===== src/rtl/lcd_spi_monitor_if.sv =====
// -----------------------------------------------------------------------------
// lcd_spi_monitor_if
//   4-wire ST7735 LCD SPI bus bundle (mode 0, MSB first).
//   Signals:
//     spi_cs   - chip select, active-low
//     spi_dc   - 0 = command, 1 = data
//     spi_sclk - bus clock
//     spi_mosi - bus data
//   Modports:
//     master - the write engine (drives the bus)
//     slave  - a passive receiver such as lcd_spi_monitor
// -----------------------------------------------------------------------------
interface lcd_spi_monitor_if;
  logic spi_cs;
  logic spi_dc;
  logic spi_sclk;
  logic spi_mosi;

  modport master (
    output spi_cs,
    output spi_dc,
    output spi_sclk,
    output spi_mosi
  );

  modport slave (
    input spi_cs,
    input spi_dc,
    input spi_sclk,
    input spi_mosi
  );
endinterface


===== src/rtl/lcd_spi_monitor.sv =====
// -----------------------------------------------------------------------------
// lcd_spi_monitor
//   Passive receiver for the ST7735 LCD write bus. Rebuilds each transferred
//   byte into the {dc, byte} word format used by the write engine and, when
//   built with LCD_SPI_MONITOR_PIXEL_DECODE_EN defined, decodes CASET / RASET /
//   RAMWR into addressed RGB565 pixel strobes. Without the macro the pixel
//   outputs are tied to zero; cmd_code is tracked in both builds.
//
//   Parameters:
//     SYNC_STAGES - flops per input synchroniser (>= 2)
//     X_MAX       - reset value of the window column end
//     Y_MAX       - reset value of the window row end
//   Ports:
//     sys_clk, sys_rst_n  - single clock, asynchronous active-low reset
//     spi (slave)         - monitored LCD bus (cs, dc, sclk, mosi)
//     rx_data / rx_valid  - {dc, byte} of the last complete byte + strobe
//     frame_err           - strobe: CS rose with a partial byte pending
//     cmd_code            - last command byte seen
//     pix_data/x/y/valid  - decoded RGB565 pixel + address + strobe
//     win_done            - strobe with the pixel that finishes the window
// -----------------------------------------------------------------------------
module lcd_spi_monitor #(
  parameter int SYNC_STAGES = 2,
  parameter int X_MAX       = 127,
  parameter int Y_MAX       = 159
) (
  input  logic                sys_clk,
  input  logic                sys_rst_n,
  lcd_spi_monitor_if.slave    spi,
  output logic [8:0]          rx_data,
  output logic                rx_valid,
  output logic                frame_err,
  output logic [7:0]          cmd_code,
  output logic [15:0]         pix_data,
  output logic [7:0]          pix_x,
  output logic [7:0]          pix_y,
  output logic                pix_valid,
  output logic                win_done
);

  localparam logic [7:0] CMD_CASET = 8'h2A;
  localparam logic [7:0] CMD_RASET = 8'h2B;
  localparam logic [7:0] CMD_RAMWR = 8'h2C;

  // ---------------------------------------------------------------------------
  // Input synchronisers: identical depth on all four lines keeps them aligned.
  // ---------------------------------------------------------------------------
  logic [SYNC_STAGES-1:0] cs_sync;
  logic [SYNC_STAGES-1:0] dc_sync;
  logic [SYNC_STAGES-1:0] sclk_sync;
  logic [SYNC_STAGES-1:0] mosi_sync;

  always_ff @(posedge sys_clk or negedge sys_rst_n) begin
    if (!sys_rst_n) begin
      cs_sync   <= '0;
      dc_sync   <= '0;
      sclk_sync <= '0;
      mosi_sync <= '0;
    end else begin
      cs_sync   <= {cs_sync[SYNC_STAGES-2:0],   spi.spi_cs};
      dc_sync   <= {dc_sync[SYNC_STAGES-2:0],   spi.spi_dc};
      sclk_sync <= {sclk_sync[SYNC_STAGES-2:0], spi.spi_sclk};
      mosi_sync <= {mosi_sync[SYNC_STAGES-2:0], spi.spi_mosi};
    end
  end

  // ---------------------------------------------------------------------------
  // Edge detect plus one alignment register on every line. The extra stage
  // places rx_valid SYNC_STAGES+1 cycles after the sampling edge and keeps
  // cs/dc/mosi in step with the registered rise.
  // ---------------------------------------------------------------------------
  logic sclk_prev;
  logic rise_q;
  logic cs_q;
  logic dc_q;
  logic mosi_q;

  always_ff @(posedge sys_clk or negedge sys_rst_n) begin
    if (!sys_rst_n) begin
      sclk_prev <= 1'b0;
      rise_q    <= 1'b0;
      cs_q      <= 1'b0;
      dc_q      <= 1'b0;
      mosi_q    <= 1'b0;
    end else begin
      sclk_prev <= sclk_sync[SYNC_STAGES-1];
      rise_q    <= sclk_sync[SYNC_STAGES-1] & ~sclk_prev;
      cs_q      <= cs_sync[SYNC_STAGES-1];
      dc_q      <= dc_sync[SYNC_STAGES-1];
      mosi_q    <= mosi_sync[SYNC_STAGES-1];
    end
  end

  // ---------------------------------------------------------------------------
  // Deserialiser
  // ---------------------------------------------------------------------------
  logic [2:0] bit_cnt;
  logic [7:0] shift_reg;
  logic       bit_take;
  logic       byte_done;
  logic [7:0] new_byte;

  // A rise coinciding with CS release is still taken when it is the 8th bit,
  // so the byte completes instead of being reported as a framing error.
  assign bit_take  = rise_q & (~cs_q | (bit_cnt == 3'd7));
  assign byte_done = rise_q & (bit_cnt == 3'd7);
  assign new_byte  = {shift_reg[6:0], mosi_q};

  always_ff @(posedge sys_clk or negedge sys_rst_n) begin
    if (!sys_rst_n) begin
      bit_cnt   <= '0;
      shift_reg <= '0;
      rx_data   <= '0;
      rx_valid  <= 1'b0;
      frame_err <= 1'b0;
    end else begin
      rx_valid  <= 1'b0;
      frame_err <= 1'b0;
      if (bit_take) begin
        shift_reg <= new_byte;
        bit_cnt   <= bit_cnt + 3'd1;
        if (byte_done) begin
          rx_data  <= {dc_q, new_byte};
          rx_valid <= 1'b1;
        end
      end else if (cs_q) begin
        if (bit_cnt != 3'd0) begin
          frame_err <= 1'b1;
        end
        bit_cnt <= '0;
      end
    end
  end

  // Command tracking is present in every build.
  always_ff @(posedge sys_clk or negedge sys_rst_n) begin
    if (!sys_rst_n) begin
      cmd_code <= '0;
    end else if (byte_done && !dc_q) begin
      cmd_code <= new_byte;
    end
  end

`ifdef LCD_SPI_MONITOR_PIXEL_DECODE_EN
  // ---------------------------------------------------------------------------
  // Window / pixel decoder
  // ---------------------------------------------------------------------------
  typedef enum logic {
    PIX_HI,
    PIX_LO
  } pix_state_t;

  pix_state_t pix_state;
  pix_state_t pix_state_nx;

  logic [7:0] xs;
  logic [7:0] xe;
  logic [7:0] ys;
  logic [7:0] ye;
  logic [7:0] cur_x;
  logic [7:0] cur_y;
  logic [7:0] hi_byte;
  logic [1:0] param_idx;
  logic       param_full;

  always_ff @(posedge sys_clk or negedge sys_rst_n) begin
    if (!sys_rst_n) begin
      pix_state <= PIX_HI;
    end else begin
      pix_state <= pix_state_nx;
    end
  end

  // Any command word drops a pending half-pixel; RAMWR data alternates bytes.
  always_comb begin
    pix_state_nx = pix_state;
    if (byte_done) begin
      if (!dc_q) begin
        pix_state_nx = PIX_HI;
      end else if (cmd_code == CMD_RAMWR) begin
        pix_state_nx = (pix_state == PIX_HI) ? PIX_LO : PIX_HI;
      end
    end
  end

  always_ff @(posedge sys_clk or negedge sys_rst_n) begin
    if (!sys_rst_n) begin
      xs         <= '0;
      xe         <= 8'(X_MAX);
      ys         <= '0;
      ye         <= 8'(Y_MAX);
      cur_x      <= '0;
      cur_y      <= '0;
      hi_byte    <= '0;
      param_idx  <= '0;
      param_full <= 1'b0;
      pix_data   <= '0;
      pix_x      <= '0;
      pix_y      <= '0;
      pix_valid  <= 1'b0;
      win_done   <= 1'b0;
    end else begin
      pix_valid <= 1'b0;
      win_done  <= 1'b0;
      if (byte_done) begin
        if (!dc_q) begin
          param_idx  <= '0;
          param_full <= 1'b0;
          if (new_byte == CMD_RAMWR) begin
            cur_x <= xs;
            cur_y <= ys;
          end
        end else begin
          // Index stops at 3; the full flag makes a 5th+ parameter a no-op.
          if (!param_full) begin
            if (param_idx == 2'd3) begin
              param_full <= 1'b1;
            end else begin
              param_idx <= param_idx + 2'd1;
            end
          end
          case (cmd_code)
            CMD_CASET: begin
              if (!param_full && param_idx == 2'd1) xs <= new_byte;
              if (!param_full && param_idx == 2'd3) xe <= new_byte;
            end
            CMD_RASET: begin
              if (!param_full && param_idx == 2'd1) ys <= new_byte;
              if (!param_full && param_idx == 2'd3) ye <= new_byte;
            end
            CMD_RAMWR: begin
              if (pix_state == PIX_HI) begin
                hi_byte <= new_byte;
              end else begin
                pix_data  <= {hi_byte, new_byte};
                pix_x     <= cur_x;
                pix_y     <= cur_y;
                pix_valid <= 1'b1;
                if (cur_x >= xe) begin
                  cur_x <= xs;
                  if (cur_y >= ye) begin
                    cur_y    <= ys;
                    win_done <= 1'b1;
                  end else begin
                    cur_y <= cur_y + 8'd1;
                  end
                end else begin
                  cur_x <= cur_x + 8'd1;
                end
              end
            end
            default: ;
          endcase
        end
      end
    end
  end
`else
  assign pix_data  = '0;
  assign pix_x     = '0;
  assign pix_y     = '0;
  assign pix_valid = 1'b0;
  assign win_done  = 1'b0;
`endif

endmodule


===== src/flat_wrapper.sv =====
// flat-port wrapper written by rule: the top's interface ports become plain ports
module lcd_spi_monitor_flat 
#(
  parameter int SYNC_STAGES = 2,
  parameter int X_MAX       = 127,
  parameter int Y_MAX       = 159
)
  (sys_clk, sys_rst_n, rx_data, rx_valid, frame_err, cmd_code, pix_data, pix_x, pix_y, pix_valid, win_done, spi_spi_cs, spi_spi_dc, spi_spi_sclk, spi_spi_mosi);
  lcd_spi_monitor_if spi_i ();
  input  logic sys_clk;
  input  logic sys_rst_n;
  output logic [8:0] rx_data;
  output logic rx_valid;
  output logic frame_err;
  output logic [7:0] cmd_code;
  output logic [15:0] pix_data;
  output logic [7:0] pix_x;
  output logic [7:0] pix_y;
  output logic pix_valid;
  output logic win_done;
  input wire logic [$bits(spi_i.spi_cs)-1:0] spi_spi_cs;
  input wire logic [$bits(spi_i.spi_dc)-1:0] spi_spi_dc;
  input wire logic [$bits(spi_i.spi_sclk)-1:0] spi_spi_sclk;
  input wire logic [$bits(spi_i.spi_mosi)-1:0] spi_spi_mosi;
  assign spi_i.spi_cs = spi_spi_cs;
  assign spi_i.spi_dc = spi_spi_dc;
  assign spi_i.spi_sclk = spi_spi_sclk;
  assign spi_i.spi_mosi = spi_spi_mosi;
  lcd_spi_monitor #(.SYNC_STAGES(SYNC_STAGES), .X_MAX(X_MAX), .Y_MAX(Y_MAX)) u_core (.sys_clk(sys_clk), .sys_rst_n(sys_rst_n), .spi(spi_i), .rx_data(rx_data), .rx_valid(rx_valid), .frame_err(frame_err), .cmd_code(cmd_code), .pix_data(pix_data), .pix_x(pix_x), .pix_y(pix_y), .pix_valid(pix_valid), .win_done(win_done));
endmodule

===== config.mk =====
export PLATFORM = sky130hd
export DESIGN_NAME = lcd_spi_monitor_flat
export DESIGN_NICKNAME = d
export VERILOG_FILES = /design/src/rtl/lcd_spi_monitor_if.sv /design/src/rtl/lcd_spi_monitor.sv /design/src/flat_wrapper.sv
export SDC_FILE = /design/constraint.sdc
export NUM_CORES = 1
export LEC_CHECK = 0
export ABC_AREA = 1
export ABC_CLOCK_PERIOD_IN_PS = 3750
export BUFFER_PORTS_ARGS = -buffer_cell sky130_fd_sc_hd__buf_2
export CORE_ASPECT_RATIO = 1.1
export CORE_MARGIN = 3
export CORE_UTILIZATION = 35
export CTS_BUF_LIST = sky130_fd_sc_hd__clkbuf_4
export CTS_CLUSTER_DIAMETER = 120
export DETAILED_ROUTE_END_ITERATION = 8
export GPL_TIMING_DRIVEN = 1
export SLEW_MARGIN = 20
export SYNTH_ARGS = -nofsm -noshare
export SYNTH_HDL_FRONTEND = slang
export SYNTH_SLANG_ARGS = --single-unit

===== constraint.sdc =====
create_clock -name sys_clk -period 3.75 [get_ports sys_clk]
set_clock_uncertainty 0.05 [all_clocks]
set_input_delay 0.1875 -clock sys_clk [delete_from_list [all_inputs] [get_ports sys_clk]]
set_output_delay 0.1875 -clock sys_clk [all_outputs]
set_load 0.005 [all_outputs]

### Yosys cells after proc, flatten, opt, wreduce, memory -nomap -nowiden

Cells that the tools add are included.

| word-level totals | value |
|---|---|
| bits in registers | 42 |
| bits in latches | 0 |
| bits in writable memories | 0 |
| ROM bits | 0 |
| word-level logic and storage cells | 35 |
| memories | 0 |

| cells by class | value |
|---|---|
| $add $sub $neg | 1 |
| $mul | 0 |
| divide/modulo/power cells | 0 |
| magnitude comparators | 0 |
| eq/ne operators | 1 |
| shifts and indexed selects | 0 |
| multiplexer cells | 7 |
| bitwise logic cells | 6 |
| reductions and logical operators | 5 |

Operators by type and width:

| cell | count |
|---|---|
| 2-to-1 mux 3 bit | 2 |
| 2-to-1 mux 1 bit | 5 |
| adder 3 x 1 -> 3 bit, second input constant | 1 |
| bitwise AND 1 bit | 3 |
| == test 3 bit, second input constant | 1 |
| nonzero test 3 bit | 1 |
| inverter 1 bit | 2 |
| AND reduction 2 bit | 1 |
| nonzero test 2 bit | 1 |
| logical AND 1 bit | 1 |
| logical NOT 1 bit | 1 |
| bitwise OR 1 bit | 1 |

### Depth between registers and ports, before layout

| logic depth | value |
|---|---|
| depth in word-level cells | 4 |
| mapped depth | 7 |
| depth with buffers taken out | 7 |

### Worst setup path after synthesis

Ideal clock, no wire load.

| path | value |
|---|---|
| path type | reg2reg |
| start | register u_core.bit_cnt[0] |
| end | register u_core.bit_cnt[0] |
| data arrival time | 1.137 ns |
| path slack | 2.445 ns |
| stages on the path, launching flop included | 8 |
| buffers on the path | 1 |
| cells stage by stage | dfrtp_1 ha_1 ha_1 inv_1 nand2_1 buf_2 nand3_1 nand2_1 |

| on the way | value |
|---|---|
| longest elaborated chain between the ends | 4 |
| elaborated cells on any way between the ends | 6 |
| classes of those cells | add/sub: 1; eq/ne: 1; mux: 1; bitwise: 2; reduce/logical: 1 |

RTL lines:

| element | RTL line | source |
|---|---|---|
| start, declared | lcd_spi_monitor.sv:97 | `logic [2:0] bit_cnt;` |
| start signal, assigned | lcd_spi_monitor.sv:121 | `bit_cnt <= bit_cnt + 3'd1;` |
| == test 3 bit | lcd_spi_monitor.sv:105 | `assign bit_take = rise_q & (~cs_q \| (bit_cnt == 3'd7));` |
| bitwise OR 1 bit | lcd_spi_monitor.sv:105 |  |
| bitwise AND 1 bit | lcd_spi_monitor.sv:105 |  |
| 2-to-1 mux 3 bit / nonzero test 2 bit (equally long branches) | -- |  |

Parallel ways exist; a longest one is shown, timed or not.
A chain may end at the register's enable or synchronous reset.

### Worst setup path in the final report

| path | value |
|---|---|
| start | register u_core.bit_cnt[1] |
| end | register u_core.shift_reg[2] |

| on the way | value |
|---|---|
| longest elaborated chain between the ends | 3 |

RTL lines:

| element | RTL line | source |
|---|---|---|
| == test 3 bit | lcd_spi_monitor.sv:105 |  |
| bitwise OR 1 bit | lcd_spi_monitor.sv:105 |  |
| bitwise AND 1 bit | lcd_spi_monitor.sv:105 |  |
| end signal, assigned | lcd_spi_monitor.sv:120 | `shift_reg <= new_byte;` |
| end, declared | lcd_spi_monitor.sv:98 | `logic [7:0] shift_reg;` |

No other way between the ends.

==> results.sh <==
export IMPL_seq_area_um2=1050
export IMPL_cp_slowest_stage_delay_ns=0.40
export IMPL_diodes=0
export IMPL_holdPathStages=0
export IMPL_max_cap_violations=0
export IMPL_boundaryPins=59
export IMPL_viasPerCell=4.07
export IMPL_htree_levels=2
export IMPL_grt_pass1_wl_mm=4.60
export IMPL_fin_nets=221
export IMPL_vias=1094
export IMPL_netlist_instances=180
export IMPL_antenna_found_initial=0
export IMPL_final_area_um2=1940
export IMPL_hold_start="u_core.sclk_sync[0]$_DFF_PN0_"
export IMPL_fin_tns_setup_ns=0
export IMPL_critical_path_reg2reg_startpoint="u_core.bit_cnt[1]$_DFFE_PN0P_"
export IMPL_critical_path_class="register to register"
export IMPL_ir_drop_uv=246
export IMPL_p_leak_uw=0.00115
export IMPL_max_freq_ghz=0.634
export IMPL_final_antenna_net_count=0
export IMPL_rsz0062_at_grt="false"
export IMPL_cts_buffer_depth=2
export IMPL_cpLargestDelayFamily="simple AND/OR/NAND/NOR gates"
export IMPL_finalHoldViolations=0
export IMPL_syn_area_um2=1760
export IMPL_initial_core_util=0.371
export IMPL_grt_max_degree=43
export IMPL_r2r_end="u_core.shift_reg[2]$_DFFE_PN0P_"
export IMPL_drt_wl_total_mm=2.65
export IMPL_drive_above_1_share=0.164
export IMPL_slew_headroom=0.417
export IMPL_worstRegToRegCells=7
export IMPL_die_area_um2=5920
export IMPL_cp_buffers_inverters=1
export IMPL_dp_final_hpwl_mm=1.95
export IMPL_fin_crit_sh=0.421
export IMPL_largest_reg_flops=9
export IMPL_areaGrowthSynthToFinish_pct=9.87
export IMPL_hold_class="register to register"
export IMPL_cts_root_buf="clkbuf_4"
export IMPL_drt_iter0_markers=38
export IMPL_yosysWarningCount=0
export IMPL_synth_area_per_cell_um2=9.79
export IMPL_numCtsBuffers=5
export IMPL_cts_setup_buffers=0
export IMPL_finalPower_uw=833
export IMPL_clkLatencyLatePin_ns=0.34
export IMPL_layout_cells_most_common="nand2_1"
export IMPL_track_usage=0.102
export IMPL_power_density_nw_per_um2=430
export IMPL_critPathSlowestCell="dfrtp_1"
export IMPL_r2r_slack_ns=2.17
export IMPL_portBuffers=24
export IMPL_required_ns=3.94
export IMPL_worstMarginPinSlew_ns=0.874
export IMPL_setup_viol=0
export IMPL_grt_pass1_vias=1044
export IMPL_synth_seq_cells=42
export IMPL_fillers=484
export IMPL_globalplace_congestion=0.773
export IMPL_fp_dieH_um=80.4
export IMPL_crit_fanout=11
export IMPL_post_cts_resized=0
export IMPL_layout_common_cells="nand2_1, dfrtp_1, conb_1"
export IMPL_grt_overflow=0
export IMPL_fin_crit_ns=1.58
export IMPL_synth_seq_area_share=0.597
export IMPL_firstDrtPassIters=3
export IMPL_cts_tree="yes"
export IMPL_drv_slew=0
export IMPL_route_detailed_drc=0
export IMPL_critical_path_cell_chain="ha_1 -> ha_1 -> inv_1 -> nand2_1 -> nand2_1 -> nand2_1 -> nand2_1"
export IMPL_postCtsHoldBufs=5
export IMPL_dpl_cell_area_um2=1800
export IMPL_cts_sinks=42
export IMPL_cts_clk_slew_worst_paths_ns=0.10
export IMPL_outcome="completed"
export IMPL_end_kind="register"
export IMPL_cpMostUsedCell="nand2_1"
export IMPL_multi_input_area_um2=528
export IMPL_die_w_um=73.6
export IMPL_start_kind="register"
export IMPL_cp_arrival_ns=1.77
export IMPL_ys_types=14
export IMPL_core_um2=4750
export IMPL_rows=26
export IMPL_wire_per_inst_um=9.86
export IMPL_hold_end="u_core.sclk_sync[1]$_DFF_PN0_"
## where the power goes
group	leakage [uW]	internal, uW	switching, uW	total [uW]
clock	0.0000463	156	130	286
sequential	0.000551	478	24.4	502
combinational	0.000550	14.7	29.9	44.6
total	0.00115	648	185	833
## metrics by stage
step	worst slack, ns	util	hold slack, ns	cells
detailed placement	2.18	0.380	0.248	256
CTS	2.16	0.408	0.312	269
finish	2.17	0.408	0.308	269
global placement	2.20	0.380	0.245	256
floorplan	2.45	-	-0.158	213
global route	2.02	0.408	0.317	269
## final cells by class
| type | instances | area share |
|---|---|---|
| Clock buffer | 7 | 0.0271 |
| Clock inverter | 1 | 0.0155 |
| Inverter | 9 | 0.0175 |
| Multi-Input combinational cell | 125 | 0.273 |
| Sequential cell | 42 | 0.543 |
| Tap cell | 56 | 0.0362 |
| Timing Repair Buffer | 29 | 0.0879 |
## worst reg2reg max path, stage by stage (launching register included)
cell and delay, ns:
dfrtp_1 0.40, ha_1 0.17, ha_1 0.20, inv_1 0.05, nand2_1 0.23, nand2_1 0.22
nand2_1 0.10, nand2_1 0.05
## synthesized netlist by cell type, drive strengths merged
master / instances / share of area
conb: 1 / 0.0021
nand3: 11 / 0.031
buf: 37 / 0.15
a21oi: 1 / 0.0028
ha: 3 / 0.021
nor2: 4 / 0.013
dfrtp: 42 / 0.60
nand4: 3 / 0.011
inv: 9 / 0.019
nand2: 69 / 0.15
## logic make-up (layout without fill, tap and decap cells)
family | Yosys count | count (layout) | synth area share
AOI/OAI and AO/OA | 1 | 1 | 0.00284
adders and majority gates | 3 | 3 | 0.0213
buffers and inverters | 46 | 46 | 0.174
DFF | 42 | 42 | 0.597
other | 1 | 34 | 0.00213
and+or+nand+nor | 87 | 87 | 0.203
## worst max path at each step
stage	from	endpoint	cells after the start
final	u_core.bit_cnt[1]$_DFFE_PN0P_	u_core.shift_reg[2]$_DFFE_PN0P_	7
after detailed placement	u_core.bit_cnt[1]$_DFFE_PN0P_	u_core.rx_data[8]$_DFFE_PN0P_	6
after global placement	u_core.bit_cnt[1]$_DFFE_PN0P_	u_core.rx_data[8]$_DFFE_PN0P_	6
after floorplan	u_core.bit_cnt[0]$_DFFE_PN0P_	u_core.bit_cnt[0]$_DFFE_PN0P_	7
after global routing	u_core.bit_cnt[1]$_DFFE_PN0P_	u_core.shift_reg[3]$_DFFE_PN0P_	7
after CTS	u_core.bit_cnt[1]$_DFFE_PN0P_	u_core.shift_reg[2]$_DFFE_PN0P_	7
## layer usage
layer / up-vias / global-route usage / share of wire
met5: - / 0 / 0
met4: 0 / 0.0543 / 0.021
met3: 7 / 0.0350 / 0.084
met2: 38 / 0.152 / 0.45
met1: 496 / 0.129 / 0.44
li1: 553 / - / -
(Power assumes the default switching activity.)
